$ cat config.mk
export PLATFORM = sky130hd
export DESIGN_NAME = image_reader_flat
export DESIGN_NICKNAME = d
export VERILOG_FILES = /design/src/rtl/image_reader_if.sv /design/src/rtl/image_reader.sv /design/src/flat_wrapper.sv
export SDC_FILE = /design/constraint.sdc
export NUM_CORES = 1
export LEC_CHECK = 0
export ABC_AREA = 0
export CELL_PAD_IN_SITES_DETAIL_PLACEMENT = 0
export CELL_PAD_IN_SITES_GLOBAL_PLACEMENT = 2
export CORE_ASPECT_RATIO = 1.5
export CORE_MARGIN = 2
export CORE_UTILIZATION = 25
export DETAILED_ROUTE_END_ITERATION = 10
export GPL_TIMING_DRIVEN = 0
export PLACE_DENSITY = 0.82
export SYNTH_ARGS = -nofsm -noshare
export SYNTH_HDL_FRONTEND = slang
export SYNTH_SLANG_ARGS = --single-unit
$ cat constraint.sdc
create_clock -name clk -period 3.5 [get_ports clk]
set_input_delay 0.35 -clock clk [delete_from_list [all_inputs] [get_ports clk]]
set_output_delay 0.35 -clock clk [all_outputs]
set_load 0.02 [all_outputs]
$ cat src/rtl/image_reader_if.sv
`default_nettype none
// ============================================================================
// Module   : image_reader_if
// Purpose  : Memory-map read bus plus pixel valid/ready stream for image_reader.
// Revision : 1.0
// ============================================================================
interface image_reader_if;
  logic [31:0] address;
  logic        wboolean;
  logic [31:0] rdata;
  logic [7:0]  pixel;
  logic        pixel_valid;
  logic        pixel_ready;

  modport master (
    output address,
    output wboolean,
    input  rdata,
    output pixel,
    output pixel_valid,
    input  pixel_ready
  );

  modport slave (
    input  address,
    input  wboolean,
    output rdata,
    input  pixel,
    input  pixel_valid,
    output pixel_ready
  );
endinterface
`default_nettype wire

$ cat src/rtl/image_reader.sv
`default_nettype none
// ============================================================================
// Module   : image_reader
// Purpose  : Reads NUM_WORDS words from BASE_ADDR and streams rdata[7:0] as pixels.
// Revision : 1.0
// ============================================================================
module image_reader #(
  parameter logic [31:0] BASE_ADDR = 32'd0,
  parameter int unsigned NUM_WORDS = 57600
) (
  input  wire            clk,
  input  wire            rst,
  input  wire            start,
  output logic           busy,
  output logic           done,
  image_reader_if.master bus
);

  localparam int unsigned          c_IDX_W    = (NUM_WORDS > 1) ? $clog2(NUM_WORDS) : 1;
  localparam logic [c_IDX_W-1:0]   c_LAST_IDX = c_IDX_W'(NUM_WORDS - 1);

  typedef enum logic [2:0] {
    S_IDLE    = 3'd0,
    S_ISSUE   = 3'd1,
    S_CAPTURE = 3'd2,
    S_OUT     = 3'd3,
    S_DONE    = 3'd4
  } state_t;

  state_t             r_state;
  state_t             w_next;
  logic [c_IDX_W-1:0] r_index;
  logic [7:0]         r_pixel;
  logic               w_active;

  always_ff @(posedge clk or negedge rst) begin
    if (!rst) begin
      r_state <= S_IDLE;
      r_index <= '0;
      r_pixel <= 8'h00;
    end else begin
      r_state <= w_next;
      case (r_state)
        S_IDLE:    if (start) r_index <= '0;
        S_CAPTURE: r_pixel <= bus.rdata[7:0];
        S_OUT:     if (bus.pixel_ready && (r_index != c_LAST_IDX)) r_index <= r_index + 1'b1;
        default:   ;
      endcase
    end
  end

  always_comb begin
    w_next = r_state;
    case (r_state)
      S_IDLE:    if (start) w_next = S_ISSUE;
      S_ISSUE:   w_next = S_CAPTURE;
      S_CAPTURE: w_next = S_OUT;
      S_OUT: begin
        if (bus.pixel_ready) w_next = (r_index == c_LAST_IDX) ? S_DONE : S_ISSUE;
      end
      S_DONE:    w_next = S_IDLE;
      default:   w_next = S_IDLE;
    endcase
  end

  // Address is held through OUT so a stalled consumer sees no bus activity change.
  assign w_active        = (r_state == S_ISSUE) || (r_state == S_CAPTURE) || (r_state == S_OUT);
  assign bus.address     = w_active ? (BASE_ADDR + 32'(r_index)) : 32'd0;
  assign bus.wboolean    = 1'b0;
  assign bus.pixel       = r_pixel;
  assign bus.pixel_valid = (r_state == S_OUT);
  assign busy            = (r_state != S_IDLE);
  assign done            = (r_state == S_DONE);

endmodule
`default_nettype wire

$ cat src/flat_wrapper.sv
// flat-port wrapper written by rule: the top's interface ports become plain ports
module image_reader_flat 
#(
  parameter logic [31:0] BASE_ADDR = 32'd0,
  parameter int unsigned NUM_WORDS = 57600
)
  (clk, rst, start, busy, done, bus_address, bus_wboolean, bus_rdata, bus_pixel, bus_pixel_valid, bus_pixel_ready);
  image_reader_if bus_i ();
  input  wire clk;
  input  wire rst;
  input  wire start;
  output logic busy;
  output logic done;
  output wire logic [$bits(bus_i.address)-1:0] bus_address;
  output wire logic [$bits(bus_i.wboolean)-1:0] bus_wboolean;
  input wire logic [$bits(bus_i.rdata)-1:0] bus_rdata;
  output wire logic [$bits(bus_i.pixel)-1:0] bus_pixel;
  output wire logic [$bits(bus_i.pixel_valid)-1:0] bus_pixel_valid;
  input wire logic [$bits(bus_i.pixel_ready)-1:0] bus_pixel_ready;
  assign bus_address = bus_i.address;
  assign bus_wboolean = bus_i.wboolean;
  assign bus_i.rdata = bus_rdata;
  assign bus_pixel = bus_i.pixel;
  assign bus_pixel_valid = bus_i.pixel_valid;
  assign bus_i.pixel_ready = bus_pixel_ready;
  image_reader #(.BASE_ADDR(BASE_ADDR), .NUM_WORDS(NUM_WORDS)) u_core (.clk(clk), .rst(rst), .start(start), .busy(busy), .done(done), .bus(bus_i));
endmodule
# After elaboration in Yosys (flattened, before gate mapping)
# Index checks and enable logic that the tools add are counted.
# W data, S select, Z words.
# word_totals
reg_bits	27
latch_bits	0
ramBits	0
romBits	0
output_inout_bits	44
wordCells	29
n_memories	0
# op_classes
n_addsub	1
multipliers	0
div_mod_pow	0
order_cmp	0
eq_ne	9
shifts	0
n_mux	8
bitwise	0
reduce_logical	8
# ops
cell	count
$mux W16	3
$pmux W16 S2	1
$add A16 B1 Y16 const B	1
$eq A16 B16 Y1 const B	1
$ne A16 B16 Y1 const B	1
$pmux W3 S4	1
$mux W3	3
$eq A3 B2 Y1 const B	2
$ne A2 B1 Y1 const B	2
$eq A3 B1 Y1 const B	1
$eq A3 B3 Y1 const B	1
$logic_not A3 Y1	1
$reduce_and A3 Y1	1
$reduce_bool A3 Y1	1
$logic_or A1 B1 Y1	2
$ne A2 B2 Y1 const B	1
$reduce_and A2 Y1	1
$reduce_bool A2 Y1	1
$logic_and A1 B1 Y1	1

# Logic depth before layout (Yosys ltp)
# Gate-level depths: netlist (run 1).
# logic_depth
word_depth	4
mapped_depth	7
ltp_nobuf	5

# Worst setup path before layout (run 1)
# No wires, ideal clock.
# synth_path
kind	register to register
startpoint	register u_core.r_index[0]
endpoint	register u_core.r_index[5]
setup_ns	0.128
arrival_ns	1.492
t_required_ns	3.372
path_slack_ns	1.880
stages_incl_launch_ff	7
path_buffers	1
period_less_slack_ns	1.620
cell_sequence	dfrtp_1 ha_1 and3_2 and4_4 o22ai_4 buf_6 o211ai_2
# synth_between
elab_chain_cells	4
# synth_rtl
element	line_no	rtl
from (decl)	image_reader.sv:32	logic [c_IDX_W-1:0] r_index;
from (signal assigned)	image_reader.sv:46	S_OUT: if (bus.pixel_ready && (r_index != c_LAST_IDX)) r_index <= r_index + 1'b1;
branches (longest 4 deep; another with $add A16 B1 Y16)	--	
# Several ways; the timed one is not identified. The select of a mux whose other input is x is not followed.
# A chain may end at the register's enable or synchronous reset.

# Worst setup path in the final report (run 1)
# layout_path
startpoint	register u_core.r_state[0]
endpoint	output port bus_address[8]
# layout_between
elab_chain_cells	4
# layout_rtl
element	line_no	rtl
from (decl)	image_reader.sv:30	state_t r_state;
from (signal assigned)	image_reader.sv:42	r_state <= w_next;
$eq A3 B1 Y1 or $eq A3 B2 Y1 (tied branches)	image_reader.sv:67	assign w_active = (r_state == S_ISSUE) || (r_state == S_CAPTURE) || (r_state == S_OUT);
$logic_or A1 B1 Y1	image_reader.sv:67	
$logic_or A1 B1 Y1 *	image_reader.sv:67	
$mux W16 *	image_reader.sv:68	assign bus.address = w_active ? (BASE_ADDR + 32'(r_index)) : 32'd0;
to (decl)	flat_wrapper.sv:14	output wire logic [$bits(bus_i.address)-1:0] bus_address;
# Mark *: on every way between the ends. The rest lies on a longest branch, timed or not.

==> results by group, run 1 <==
Worst setup path
  • Slowest cell on crit path: clkdlybuf4s50_1
  • Crit path largest cell delay: about 0.53 ns
  • Startpoint Class: register
  • Reg2Reg Setup Slack: 1.64 ns
  • Worst r2r path cells: 6
  • Worst path top cell family by delay: buffers and inverters
  • Crit path max fanout: 10
  • Reg2reg end: u_core.r_index[12]$_DFFE_PN0P_
  • CP Data Arrival Time: 2.33 ns
  • Buf+Inv Stages, Crit Path: 3
  • WS Path Type: register to primary output
  • Crit. End Element: primary output
  • CP required: 3.15 ns
  • FF-to-FF Start: u_core.r_index[0]$_DFFE_PN0P_
  • CP Cell Sequence: buf_6 > nor2_2 > nor2_1 > clkbuf_1 > and2_2 > clkdlybuf4s50_1

Pwr
  • Leakage: 0.968 nW
  • Maximum VDD drop: 0.226 mV
  • Pwr dens: approximately 700 nW/µm²

Synth
  • Share of the synthesized area in the top cell type: between 30% and 40%
  • Post-Synth XOR/XNOR Area: 0%
  • Mux share of post-synthesis cell area: 5.85%
  • Mapped cell area: ~1700 µm²
  • Warning count from the yosys run: 0
  • Main combinational cell family by area after synthesis: simple AND/OR/NAND/NOR gates
  • Seq/Total Area, Yosys: 39.5%
  • Synth Register Bits: 27
  • Adder-Cell Fraction of Synth Area: less than 1%
  • Compound-cell area share of the yosys netlist: 17.6%
  • Number of flops mapped to enable cells by yosys: 0
  • Count leader, synth: dfrtp_1
  • Top cells by count, synth: 27 x dfrtp_1, 17 x buf_4, 12 x and2_1, 11 x a31oi_1, 11 x nor3_1
  • Ys async rst share: 100%
  • Top cells by area, synth: dfrtp_1 40%, buf_4 7.5%, mux2_2 5.3%
  • Leading area contributor after synthesis: dfrtp_1
  • Syn avg cell area: about 9.7 µm²
  • Synth Area in Simple Gates: 22.9%
  • Dominant synthesized flop cell: dfrtp_1
  • Syn Inst Count: 176
  • Netlist cell types: 46

STA
  • Max-slew violations: 0
  • # setup viols final: 0
  • Tightest Pin Transition: 0.641 ns
  • Fmax: 373 MHz
  • Clock skew: 0.00911 ns
  • Final hold viol count: 0
  • Max-Slew Margin vs Limit: 57.3%
  • Final min period: 2.68 ns
  • Fin Setup TNS: 0 ns
  • RSZ-0062 raised after global routing: no
  • Period utilisation layout: 76.5%

Floorplan
  • # IOs: 80
  • Initial Util: between 20% and 30%
  • Die area: 7530 µm²
  • Core area: approximately 6600 µm²
  • Die W: 71.5 µm
  • Die Span Y: roughly 110 µm
  • Row Count: 36

Routing
  • Drt drc: 0
  • Iteration-0 DRC Markers: 34
  • DRT Pass-1 Iters: 4
  • WL/cell: 14.4 µm
  • Final wirelength: approximately 4.5 mm
  • DR vias: 1487
  • Via density: between 4 and 5
  • Routed Antenna Nets: 0

Clock tree
  • CTS hold repair buffers: 0
  • CTS Sinks: 27
  • CTS tree: built
  • Clock Latency Late Sink: between 0.2 and 0.3 ns
  • Cts repair resizes: 0
  • H-tree depth: 1
  • CTS root buffer: clkbuf_8
  • Postcts setup bufs: 0
  • Clock transition at the registers of the reported paths: roughly 0.11 ns
  • CTS max path bufs: 2
  • Cts bufs inserted: 3

Layout
  • Layout cell share with drive strength beyond 1: 21.8%
  • Nets: 272
  • Area grow syn2layout: 33.9%
  • Final Cell Area: about 2300 µm²
  • Core Util, Final: 34.8%
  • Antenna Cells: 0
  • Final cell count without fillers: 310

Job
  • Max-capacitance violation count: 0

Min path
  • Worst Hold Class: input pin to asynchronous set/reset pin

GRT
  • Vias in the first global route: 1540
  • First-pass GRT wire length: 7.33 mm
  • Gr usage total: 12.2%
  • Maximum number of pins on one net before global-route repair: 28
  • Remaining Overflow, GRT: 0
  • Initial antenna violation count: 0

Place
  • Detail Placement HPWL: approximately 3.3 mm
  • Placed Instance Area: between 2000 and 2500 µm²
  • Port bufs: 38
  • Placed insts: 306
  • Routability cong.: 0.869

Status
  • Status: finished clean
[routing by layer]
layer / part of all wire (%) / track usage [%] / wire length (µm) / up-vias
li1: - / - / - / 726
met1: 40 / 13.6 / 1800 / 708
met2: 52 / 22.0 / 2320 / 47
met3: 6.3 / 2.58 / 282 / 6
met4: 1.7 / 4.72 / 74 / 0
met5: 0 / 0 / 0 / -
[stage by stage]
step           hold slack (ns)  worst slack, ns  total power [mW]
2_1_floorplan           0.0544             1.88              1.07
3_3_place_gp             0.488             1.13              1.41
3_5_place_dp             0.495             1.13              1.42
4_1_cts                  0.520            0.814              1.61
5_1_grt                  0.133            0.676              1.70
6_report                0.0741            0.821              1.59
[worst max path at each step]
stage                                        startpoint                            end  slack (ns)  cells past startpoint
after floorplan           u_core.r_index[0]$_DFFE_PN0P_  u_core.r_index[5]$_DFFE_PN0P_        1.88                      6
after global placement    u_core.r_state[0]$_DFFE_PN0P_                 bus_address[8]        1.13                      6
after detailed placement  u_core.r_state[0]$_DFFE_PN0P_                 bus_address[8]        1.13                      6
after CTS                 u_core.r_state[0]$_DFFE_PN0P_                 bus_address[8]        0.81                      6
after global routing      u_core.r_state[0]$_DFFE_PN0P_                 bus_address[8]        0.68                      6
final                     u_core.r_state[0]$_DFFE_PN0P_                 bus_address[8]        0.82                      6
[cell type report]
type / instances / area, µm²
Fill cell: 692 / 4290
Multi-Input combinational cell: 133 / 870
Sequential cell: 27 / 676
Timing Repair Buffer: 38 / 375
Buffer: 25 / 199
Tap cell: 76 / 95.1
Clock buffer: 3 / 41.3
Inverter: 7 / 26.3
Clock inverter: 1 / 7.51
[report_power, final]
| part | internal, mW | total, mW | switching [mW] |
|---|---|---|---|
| logic | 0.430 | 0.892 | 0.462 |
| registers | 0.414 | 0.507 | 0.0932 |
| clock network | 0.0809 | 0.188 | 0.107 |
| total | 0.925 | 1.59 | 0.662 |
[logic make-up (layout without fill, tap and decap cells)]
logic type / Yosys count / after routing
AOI/OAI and AO/OA: 41 / 41
muxes: 9 / 9
adders and majority gates: 1 / 1
buffers and inverters: 32 / 74
other: 1 / 17
DFF: 27 / 27
and+or+nand+nor: 65 / 65
[placed cells by master, fill, tap and decap left out, types with 2 or more instances in the layout]
master and instances:
nor2_2 2, a31oi_1 11, clkbuf_8 4, buf_2 2, a21oi_1 7, o21a_1 4
nand3_1 5, nor3_1 11, nand4_1 8, o21ai_0 3, a41oi_1 2, or3_1 2
dfrtp_1 27, a21boi_0 2, and2_1 12, inv_1 7, conb_1 17, nand2_1 6
a2bb2oi_1 2, buf_4 17, clkdlybuf4s50_1 37, clkbuf_1 2, nor2_1 7, buf_6 4
and3_2 3, mux2_2 8
[registers in the layout (all words and copies together) (netlist names)]
register and count:
u_core.bus.pixel 8, u_core.r_index 16, u_core.r_state 3
Power figures use the tool's default switching activity.
==> inputs of run 2 (changes only) <==
--- a/config.mk
+++ b/config.mk
@@ -10,10 +10,10 @@
 export CELL_PAD_IN_SITES_GLOBAL_PLACEMENT = 2
 export CORE_ASPECT_RATIO = 1.5
 export CORE_MARGIN = 2
-export CORE_UTILIZATION = 25
+export CORE_UTILIZATION = 21
 export DETAILED_ROUTE_END_ITERATION = 10
 export GPL_TIMING_DRIVEN = 0
-export PLACE_DENSITY = 0.82
+export PLACE_DENSITY = 0.73
 export SYNTH_ARGS = -nofsm -noshare
 export SYNTH_HDL_FRONTEND = slang
 export SYNTH_SLANG_ARGS = --single-unit
==> constraint.sdc (replaced) <==
create_clock -name clk -period 2.2 [get_ports clk]
set_input_delay 0.22 -clock clk [delete_from_list [all_inputs] [get_ports clk]]
set_output_delay 0.22 -clock clk [all_outputs]
set_load 0.02 [all_outputs]
==> run 2 against run 1 <==
The flow now finishes with violations (hold timing). Hold slack lost 0.098 ns. Sequential cell count is the same. Non-clock buffer count grew 1. First-iteration DRC count grew 38%. Global-route usage shrank 1.1 points. Sequential share of layout area shrank 1.2 points. Setup slack lost 0.70 ns. Sequential power grew 60%. Count of clock-buffer cells in the layout is the same. Register-to-register slack lost 1.3 ns. Clock skew shrank 0.0069 ns. Via count grew 2.0%.
==> results by group, run 2 (same netlist as run 1, synthesis figures left out) <==
Worst setup path
  • Crit path max fanout: 10 (unchanged)
  • CP Data Arrival Time: 1.85 ns (-0.48 ns)
  • WS Path Type: register to primary output
  • Crit. End Element: primary output
  • FF-to-FF Start: u_core.r_index[0]$_DFFE_PN0P_
  • Worst r2r path cells: 6 (unchanged)
  • CP required: 1.98 ns (-1.17 ns)
  • Reg2Reg Setup Slack: 0.33 ns (-1.31 ns)
  • Startpoint Class: register
  • Reg2reg end: u_core.r_index[5]$_DFFE_PN0P_

Routing
  • Final wirelength: 4.84 mm (+8.1%)
  • WL/cell: 14.2 µm (-1.4%)
  • DR vias: 1517 (+2.0%)
  • DRT Pass-1 Iters: 4 (unchanged)
  • Routed Antenna Nets: 0 (unchanged)
  • Via density: 4.46 (-7.0%)
  • Drt drc: 0 (unchanged)
  • Iteration-0 DRC Markers: 47 (+38%)

STA
  • Clock skew: 0.00220 ns (-0.00692 ns)
  • Final hold viol count: 27 (+27)
  • Fmax: 482 MHz
  • Final Hold Slack: -0.0242 ns (-0.0983 ns)
  • Final worst slack: 0.126 ns (-0.695 ns)
  • # setup viols final: 0 (unchanged)
  • Period utilisation layout: 94.3%
  • Max-slew violations: 0 (unchanged)
  • Tightest Pin Transition: 0.651 ns (+0.0103 ns)
  • Final min period: roughly 2.1 ns
  • Fin Setup TNS: 0 ns (unchanged)
  • Max-Slew Margin vs Limit: 56.6% (-0.69 points)

Clock tree
  • Clock Latency Late Sink: 0.26 ns (-0.02 ns)
  • CTS root buffer: clkbuf_16
  • Cts bufs inserted: 3 (unchanged)
  • CTS tree: built
  • H-tree depth: 1 (unchanged)
  • CTS Sinks: 27 (unchanged)
  • Clock transition at the registers of the reported paths: 0.07 ns (-0.04 ns)
  • CTS max path bufs: 2 (unchanged)

GRT
  • First-pass GRT wire length: 7.89 mm (+7.6%)
  • Gr usage total: 11.1% (-1.1 points)
  • Initial antenna violation count: 0 (unchanged)
  • Vias in the first global route: 1561 (+1.4%)
  • Remaining Overflow, GRT: 0 (unchanged)
  • Maximum number of pins on one net before global-route repair: 28 (unchanged)

Status
  • Failing checks: hold timing
  • Status: finished, violations left

Pwr
  • Pwr dens: 1120 nW/µm² (+62%)
  • Internal power: 1.59 mW (+72%)
  • Clock Power Share: 16.1% (+4.2 points)
  • Leakage: 1.09 nW (+12%)
  • Share of power burned in registers: 30.2% (-1.8 points)
  • P_sw: 1.09 mW (+65%)
  • Maximum VDD drop: 0.618 mV (+170%)
  • Total power: 2.69 mW (+69%)
  • Sw Share: 40.7% (-1.0 points)
  • Logic pwr share: 53.7% (-2.5 points)

Place
  • Routability cong.: 0.780 (-10%)
  • Dpl ws: -0.0424 ns (-1.18 ns)
  • Detail Placement HPWL: 3.54 mm (+7.3%)
  • Port bufs: 38 (unchanged)
  • Placed insts: 335 (+9.5%)

Job
  • Max-capacitance violation count: 0 (unchanged)

Layout
  • Antenna Cells: 0 (unchanged)
  • Final cell count without fillers: 340 (+9.7%)
  • Most common cell after layout, fill and taps aside: clkdlybuf4s50_1
  • Filler cells: 844 (+22%)
  • Area grow syn2layout: 39.8%
  • Max FFs per register: 16 (unchanged)
  • Biggest register: u_core.r_index
  • Nets: 273 (+0.37%)
  • Most frequent cells in the layout: 30 x clkdlybuf4s50_1, 26 x dfrtp_1, 18 x buf_4
  • Core Util, Final: 30.0% (-4.8 points)
  • Layout cell share with drive strength beyond 1: 23.0% (+1.2 points)

Floorplan
  • Core area: 7960 µm² (+21%)
  • Die area: 8900 µm² (+18%)
  • Row Count: 40 (+11%)
  • # IOs: 80 (unchanged)
  • Die Span Y: 115 µm (+8.8%)
  • Initial Util: 21.5% (-4.5 points)
  • Die W: 77.7 µm (+8.6%)

Min path
  • Worst Hold Class: input pin to asynchronous set/reset pin
run 2: changes by cell type in the layout (fill, tap and decap cells not counted), moves of 3 or more:
cell and delta:
clkbuf_16 +3, clkbuf_8 -3, clkdlybuf4s50_1 -7, dlymetal6s2s_1 +6
run 2: worst max path at each step:
stage	from	to	slack (ns)	depth (start not counted)
detailed placement	u_core.r_state[0]$_DFFE_PN0P_	bus_address[8]	-0.04	6
global placement	u_core.r_state[1]$_DFFE_PN0P_	bus_address[8]	-0.04	5
finish	u_core.r_state[0]$_DFFE_PN0P_	bus_address[7]	0.13	6
CTS	u_core.r_state[1]$_DFFE_PN0P_	bus_address[8]	0.01	5
global route	u_core.r_state[0]$_DFFE_PN0P_	bus_address[13]	-0.0001	6
floorplan	u_core.r_index[0]$_DFFE_PN0P_	u_core.r_index[5]$_DFFE_PN0P_	0.58	6
run 2: power by group through the flow:
stage	clock network [mW]	registers [mW]	logic (mW)
floorplan	0	0.880	0.819
global placement	0	0.814	1.44
detailed placement	0	0.817	1.45
CTS	0.448	0.810	1.46
global route	0.472	0.841	1.56
finish	0.434	0.810	1.44
run 2: final cells by class:
cell class              count  area [µm²]  area share (%)
well taps                 105         131            5.49
plain buffers              25         203            8.48
inverters                   7        26.3            1.10
clock buffers               3        75.1            3.14
repair buffers             39         397            16.6
multi-input cells         133         875            36.6
flip-flops and latches     27         677            28.3
clock inverters             1        7.51           0.314
run 2: through the flow:
stage / instance area (µm²) / hold slack (ns)
final: 2390 / -0.0242
after detailed placement: 2280 / 0.303
after global routing: 2390 / 0.0307
after CTS: 2370 / 0.0159
after global placement: 2280 / 0.488
after floorplan: 1770 / -0.0756
run 2: critical path, cell delays in order (launching register included):
cell	delay, ns
dfrtp_1	0.34
buf_6	0.13
nor2_4	0.04
nor2_1	0.12
clkbuf_4	0.22
and2_1	0.14
clkdlybuf4s50_1	0.60
run 2: layer usage:
layer | wire, µm | GRT usage, % | up-vias
li1 | - | - | 733
met3 | 225 | 2.13 | 4
met1 | 2010 | 13.4 | 738
met2 | 2560 | 20.2 | 42
met4 | 44 | 2.50 | 0
met5 | 0 | 0 | -
run 2: repair_timing:
item,4_1_cts,5_1_grt
endpoints found under the setup margin,11,10
buffers inserted,1,0
cloned,0,0
endpoints found under the hold margin,0,0
hold buffers,0,0
pin swaps,1,0
gates resized for setup,3,9
